===== config.mk =====
export PLATFORM = sky130hd
export DESIGN_NAME = serial_add_ctrl
export DESIGN_NICKNAME = d
export VERILOG_FILES = /design/src/rtl/serial_add_pkg.sv /design/src/rtl/serial_add_ctrl_fa.sv /design/src/rtl/serial_add_ctrl.sv
export SDC_FILE = /design/constraint.sdc
export NUM_CORES = 1
export LEC_CHECK = 0
export BUFFER_PORTS_ARGS = -buffer_cell sky130_fd_sc_hd__buf_2
export CAP_MARGIN = 20
export CORE_MARGIN = 2
export CORE_UTILIZATION = 40
export CTS_BUF_LIST = sky130_fd_sc_hd__clkbuf_16
export CTS_CLUSTER_DIAMETER = 100
export DETAILED_ROUTE_END_ITERATION = 7
export PLACE_DENSITY = 0.64
export SLEW_MARGIN = 20
export SYNTH_ARGS = -nofsm -noshare
export SYNTH_HDL_FRONTEND = slang
export SYNTH_SLANG_ARGS = --single-unit

===== constraint.sdc =====
create_clock -name clk -period 2.3 [get_ports clk]
set_input_delay 0 -clock clk [delete_from_list [all_inputs] [get_ports clk]]
set_output_delay 0 -clock clk [all_outputs]
set_load 0.01 [all_outputs]

===== src/rtl/serial_add_pkg.sv =====
// Shared types and sizing helpers for the bit-serial adder controller.
package serial_add_pkg;

  typedef enum logic [1:0] {IDLE, RUN, DONE} sa_state_t;

  // One extra bit over $clog2 so the bit index can reach WIDTH-1 for any WIDTH >= 1.
  function automatic int cnt_width(input int width);
    return $clog2(width) + 1;
  endfunction

endpackage


===== src/rtl/serial_add_ctrl_fa.sv =====
// Single-bit full-adder cell; the controller time-shares one instance across all bits.
module fa (
  input  logic a,
  input  logic b,
  input  logic cin,
  output logic sum,
  output logic cout
);

  assign sum  = a ^ b ^ cin;
  assign cout = (a & b) | (cin & (a ^ b));

endmodule


===== src/rtl/serial_add_ctrl.sv =====
// Bit-serial adder controller: LSB-first operand shifting through one fa cell,
// with valid/ready handshakes on the operand and result sides.
//
//  state | meaning
//  IDLE  | waiting for operands, in_ready=1
//  RUN   | one bit per clock through the cell, WIDTH edges total
//  DONE  | result presented, held until out_ready
module serial_add_ctrl
  import serial_add_pkg::*;
#(
  parameter int WIDTH = 8
) (
  input  logic             clk,
  input  logic             rst,
  input  logic             in_valid,
  output logic             in_ready,
  input  logic [WIDTH-1:0] a,
  input  logic [WIDTH-1:0] b,
  input  logic             cin,
  output logic             out_valid,
  input  logic             out_ready,
  output logic [WIDTH-1:0] sum,
  output logic             cout,
  output logic             busy
);

  localparam int CW = cnt_width(WIDTH);
  localparam logic [CW-1:0] LAST = CW'(WIDTH - 1);

  sa_state_t        state, state_n;
  logic [WIDTH-1:0] a_sh, b_sh, sum_sh;
  logic [WIDTH-1:0] a_sh_n, b_sh_n, sum_sh_n;
  logic [CW-1:0]    cnt;
  logic             carry;
  logic             load, step;
  logic             cell_s, cell_c;

  fa u_fa (
    .a    (a_sh[0]),
    .b    (b_sh[0]),
    .cin  (carry),
    .sum  (cell_s),
    .cout (cell_c)
  );

  always_comb begin
    state_n  = state;
    load     = 1'b0;
    step     = 1'b0;
    a_sh_n   = '0;
    b_sh_n   = '0;
    sum_sh_n = '0;

    // Right shifts written bitwise so WIDTH=1 needs no zero-width slices.
    for (int i = 0; i < WIDTH - 1; i++) begin
      a_sh_n[i]   = a_sh[i+1];
      b_sh_n[i]   = b_sh[i+1];
      sum_sh_n[i] = sum_sh[i+1];
    end
    sum_sh_n[WIDTH-1] = cell_s;

    case (state)
      IDLE: begin
        if (in_valid) begin
          load    = 1'b1;
          state_n = RUN;
        end
      end
      RUN: begin
        step = 1'b1;
        if (cnt == LAST) state_n = DONE;
      end
      DONE: begin
        if (out_ready) state_n = IDLE;
      end
      default: state_n = IDLE;
    endcase
  end

  always_ff @(posedge clk) begin
    if (rst) begin
      state  <= IDLE;
      a_sh   <= '0;
      b_sh   <= '0;
      sum_sh <= '0;
      carry  <= 1'b0;
      cnt    <= '0;
    end else begin
      state <= state_n;
      if (load) begin
        a_sh   <= a;
        b_sh   <= b;
        sum_sh <= '0;
        carry  <= cin;
        cnt    <= '0;
      end else if (step) begin
        a_sh   <= a_sh_n;
        b_sh   <= b_sh_n;
        sum_sh <= sum_sh_n;
        carry  <= cell_c;
        cnt    <= cnt + CW'(1);
      end
    end
  end

  // sum/cout are untouched outside RUN, so they hold their last result in IDLE.
  assign in_ready  = (state == IDLE);
  assign out_valid = (state == DONE);
  assign busy      = (state != IDLE);
  assign sum       = sum_sh;
  assign cout      = carry;

endmodule


---- After elaboration in Yosys (flattened, before gate mapping) ----
Cells that the tools add are included.
storage, ports and cells
  bits in registers ....................... 31
  bits of input ports ..................... 21
  logic and storage cells ................. 36
operators by class
  mux-type cells .......................... 13
  add/sub/neg operators ................... 1
  bitwise gates (word level) .............. 5
  reduce and logical (&&, ||, !) cells .... 5
  equal/unequal tests ..................... 6
operators with widths
  kind                   count
  $mux W8                4
  $mux W2                3
  $pmux W2 S3            1
  $mux W1                5
  $add A4 B1 Y4 const B  1
  $eq A4 B3 Y1 const B   1
  $ne A2 B2 Y1 const B   2
  $reduce_bool A2 Y1     2
  $reduce_and A3 Y1      1
  $and A1 B1 Y1          2
  $eq A2 B1 Y1 const B   1
  $eq A2 B2 Y1 const B   1
  $logic_not A2 Y1       1
  $ne A2 B1 Y1 const B   1
  $reduce_or A2 Y1       1
  $xor A1 B1 Y1          2
  $or A1 B1 Y1           1

---- Longest topological paths before layout ----
  depth after elaboration ................. 5
  gate-level depth with buffers ........... 5
  depth with buffers taken out ............ 4

---- Modules after synthesis ----
Synthesis repeated with hierarchy kept, for this count alone.
unflattened totals
  cell total of the unflattened synthesis .. 160
  area, all modules ....................... 1420.1 um2
modules (own cells, without submodules)
  module           cells an instance  times used  area an instance (um2)
  serial_add_ctrl  159                1           1400.1
  fa               1                  1           20.0

---- Least setup slack after synthesis ----
OpenSTA, ideal clock, no wires.
  kind .................................... reg-to-reg
  from .................................... register carry, in the netlist cout
  to ...................................... register carry, in the netlist cout
  arrival time ............................ 1.012 ns
  library setup time ...................... 0.119 ns
  stages on the path, launching flop included .. 3
  setup slack ............................. 1.169 ns
  required time ........................... 2.181 ns
  cell sequence ........................... dfxtp_1 > fa_1 > o221a_1
between the ends
  longest elaborated chain between the ends .. 4
RTL lines
  item                      line                      text
  start: declaration        serial_add_ctrl.sv:34     logic carry;
  start signal: assignment  serial_add_ctrl.sv:94     carry <= cin;
  start signal: assignment  serial_add_ctrl.sv:100    carry <= cell_c;
  $and A1 B1 Y1             serial_add_ctrl_fa.sv:11  assign cout = (a & b) | (cin & (a ^ b));
  $or A1 B1 Y1              serial_add_ctrl_fa.sv:11
  $mux W1                   serial_add_ctrl.sv:96     end else if (step) begin
  $mux W1                   serial_add_ctrl.sv:90     if (load) begin
Every way passes these cells. The select of a mux whose other input is x is not followed.
A chain may end at the register's enable or synchronous reset.

---- Worst setup path in the final report ----
  from .................................... register state[1]
  to ...................................... register cnt[3]
between the ends
  longest elaborated chain between the ends .. 3
  elaborated cells between the ends (all ways) .. 5
  classes of those cells .................. eq/ne (1); mux (2); reduce/logical (2)
RTL lines
  item                               line                    text
  start: declaration                 serial_add_ctrl.sv:30   sa_state_t state, state_n;
  start signal: assignment           serial_add_ctrl.sv:89   state <= state_n;
  $logic_not A2 Y1                   serial_add_ctrl.sv:62   case (state)
  $mux W1                            serial_add_ctrl.sv:62
  $reduce_or A2 Y1 (no source line)  n/a
  end signal: assignment             serial_add_ctrl.sv:101  cnt <= cnt + CW'(1);
  end: declaration                   serial_add_ctrl.sv:33   logic [CW-1:0] cnt;
Parallel ways exist; a longest one is shown, timed or not.

==> summary.md <==
| Metric | Value |
|---|---|
| Critical Path Start Type | `register` |
| Slew @ Worst Pin | `between 0.4 and 0.5 ns` |
| Synthesized cell area | `1480 um2` |
| Layout cells sized above 1 | `22.0%` |
| Syn nets | `204` |
| Headroom to the max-slew limit | `slightly below 70%` |
| Max Root-Sink Buffers | `2` |
| Area leader, netlist | `dfxtp_1` |
| Max Clock Skew | `~0.0036 ns` |
| Yosys warning total | `0` |
| Synth Flop Type | `dfxtp_1` |
| Clock Tree Root | `clkbuf_16` |
| Hold Path Class | `input port to register` |
| Design Area, Final | `1780 um2` |
| Mapped Cells | `between 150 and 200` |
| All-Layer GR Usage | `between 10% and 20%` |
| Multi-input logic area | `718 um2` |
| Die Ht | `64.8 um` |
| DP Area | `~1700 um2` |
| First-pass GRT wire length | `5240 um` |
| Pwr dens | `between 700 and 800 nW/um2` |
| Arr. time, crit path | `between 1.5 and 2 ns` |
| Total grt overflow | `0` |
| Clk slew on worst S/H paths | `~0.050 ns` |
| # hold bufs at CTS | `0` |
| IO buf count | `32` |
| Leak pwr | `0.000763 uW` |
| I/O pin cnt | `33` |
| TNS Setup | `0 ns` |
| Tmin final | `1.56 ns` |
| CTS Buf Count | `5` |
| Die ar. | `4200 um2` |
| Layout Nets | `233` |
| GP Congestion | `approximately 0.73` |
| Period utilization | `about two thirds` |
| Status | `finished with violations` |
| Initial Util | `41.0%` |
| Failing checks | `hold timing` |
| Crit end category | `register` |
| Final hold slack | `-0.00112 ns` |
| Power Total | `between 1000 and 1500 uW` |
| Register area share after synthesis | `42.0%` |
| Post-synth ARST share | `0%` |
| Placement Rows | `22` |
| Die width | `64.8 um` |
| Clk_lat worst skew | `approximately 0.27 ns` |
| Max-slew violations | `0` |
| MaxCap Viol Count | `0` |
| Critical path type | `register to register` |
| Top cells by count, synth | `a21oi_1, dfxtp_1, nor2_1` |
| VDD IR max | `0.369 mV` |
| CTS tree | `done` |
| Setup Fix Bufs, Post-CTS | `0` |
| Max FO, Critical Path | `24` |
| Pin count of the biggest net entering global routing | `27` |
| TritonCTS Sinks | `31` |
| DR iter-0 viols | `70` |
| WL/cell | `12.1 um` |
| Final wirelength | `3100 um` |
| Final Hold Vio Count | `1` |
| Filler cells | `365` |
| Number of unique standard cell types used by synthesis | `29` |
| Number of global-route vias before repair | `1120` |
| N_diodes | `0` |
| Register area | `621 um2` |
| #FFs+latches synth | `31` |
| Top-count cell post-synth | `a21oi_1` |
| CTS resizes | `0` |
| H-tree Lvls | `2` |
| Worst EP required | `roughly 2.5 ns` |
| Final worst-path setup slack | `about 0.74 ns` |
| Pre-CTS setup slack | `about 0.74 ns` |
| Antenna violations before repair | `0` |
| Endpoints failing setup | `0` |
| Share of the synthesized area in the top cell type | `42.0%` |
| Final ANT Viol Nets | `0` |
| Avg Vias per Cell | `5.01` |
| DR vias | `1287` |
| Fmax | `roughly 640 MHz` |
| DRT Pass-1 Iters | `4` |
| Avg Synthesized Cell Area | `8.17 um2` |
| Area grow syn2layout | `20.5%` |
| Core Region | `3610 um2` |
| Post-detail-place hpwl | `between 2000 and 2500 um` |
| Residual DRC count | `0` |
| Post-synth EDFFs | `0` |
| RSZ-0062 raised after global routing | `false` |
| Synth top area cells | `dfxtp_1, a21oi_1, o221a_1, nor2_1, nand2_1` |
[final timing paths]
kind              startpoint       end  slack, ns  cells after the start
hold / removal     out_ready  state[1]     -0.001                      3
setup reg to reg    state[1]    cnt[3]       0.74                      4
hold reg to reg       sum[0]    sum[0]       0.46                      2
setup / recovery    state[1]    cnt[3]       0.74                      4
[per-layer routing]
layer	global-route usage, %	up-vias	part of all wire [%]
met5	0	-	0
met4	4.79	0	1.2
met1	22.0	567	50
met3	4.17	5	4.8
met2	24.1	33	44
li1	-	682	-
[critical path: stages, from the launching register on]
cell      delay, ns
dfxtp_1        0.30
buf_4          0.18
nand2b_2       0.42
or3_1          0.45
a21oi_1        0.14
[cell usage in the layout, fill, tap and decap left out, drive strengths merged]
cell    netlist  final
a21oi        36     36
buf          11     36
dfxtp        31     31
nor2         22     22
inv          17     18
nand2        18     18
o221a        15     15
o22a          5      5
clkbuf        3      5
nor2b         3      3
o21ai         3      3
nand2b        3      3
nand4         2      2
or3b          2      2
a21o          1      1
nand3b        1      1
xor2          1      1
nand3         1      1
or3           1      1
xnor2         1      1
and3          1      1
nor3b         1      1
fa            1      1
ha            1      1
[cell type report]
class	instances	area share, %
clock buffer	5	7.02
clock inverter	1	0.211
inverter	17	3.58
multi-input combinational	119	40.3
sequential	31	34.8
tap	48	3.37
timing repair buffer	36	10.7
[where the power goes]
group          internal (uW)  switching [uW]
Combinational           71.6            79.4
Clock                    382             198
Sequential               570            27.3
[sequential cells by signal, indices dropped and copies added, names as in the netlist]
register and count:
a_sh 8, b_sh 8, cnt 4, cout 1, state 2, sum 8
[kinds of logic (layout without fill, tap and decap cells)]
group                    after synthesis  count (layout)  share of synthesized area [%]
AO/OA/AOI/OAI                         60              60                           28.1
XOR/XNOR                               2               2                           1.18
adder cells (fa/ha/maj)                2               2                           2.20
buffers and inverters                 31              59                           9.47
flip-flops                            31              31                           42.0
AND/OR/NAND/NOR                       55              55                           17.1
[stage by stage]
stage	utilization, %	hold slack, ns	instances
after floorplan	-	0.177	181
after global placement	45.8	0.290	251
after detailed placement	45.8	0.288	251
after CTS	49.4	0.00756	257
after global routing	49.4	0.0228	257
final	49.4	-0.00112	257
Power figures use the tool's default switching activity.
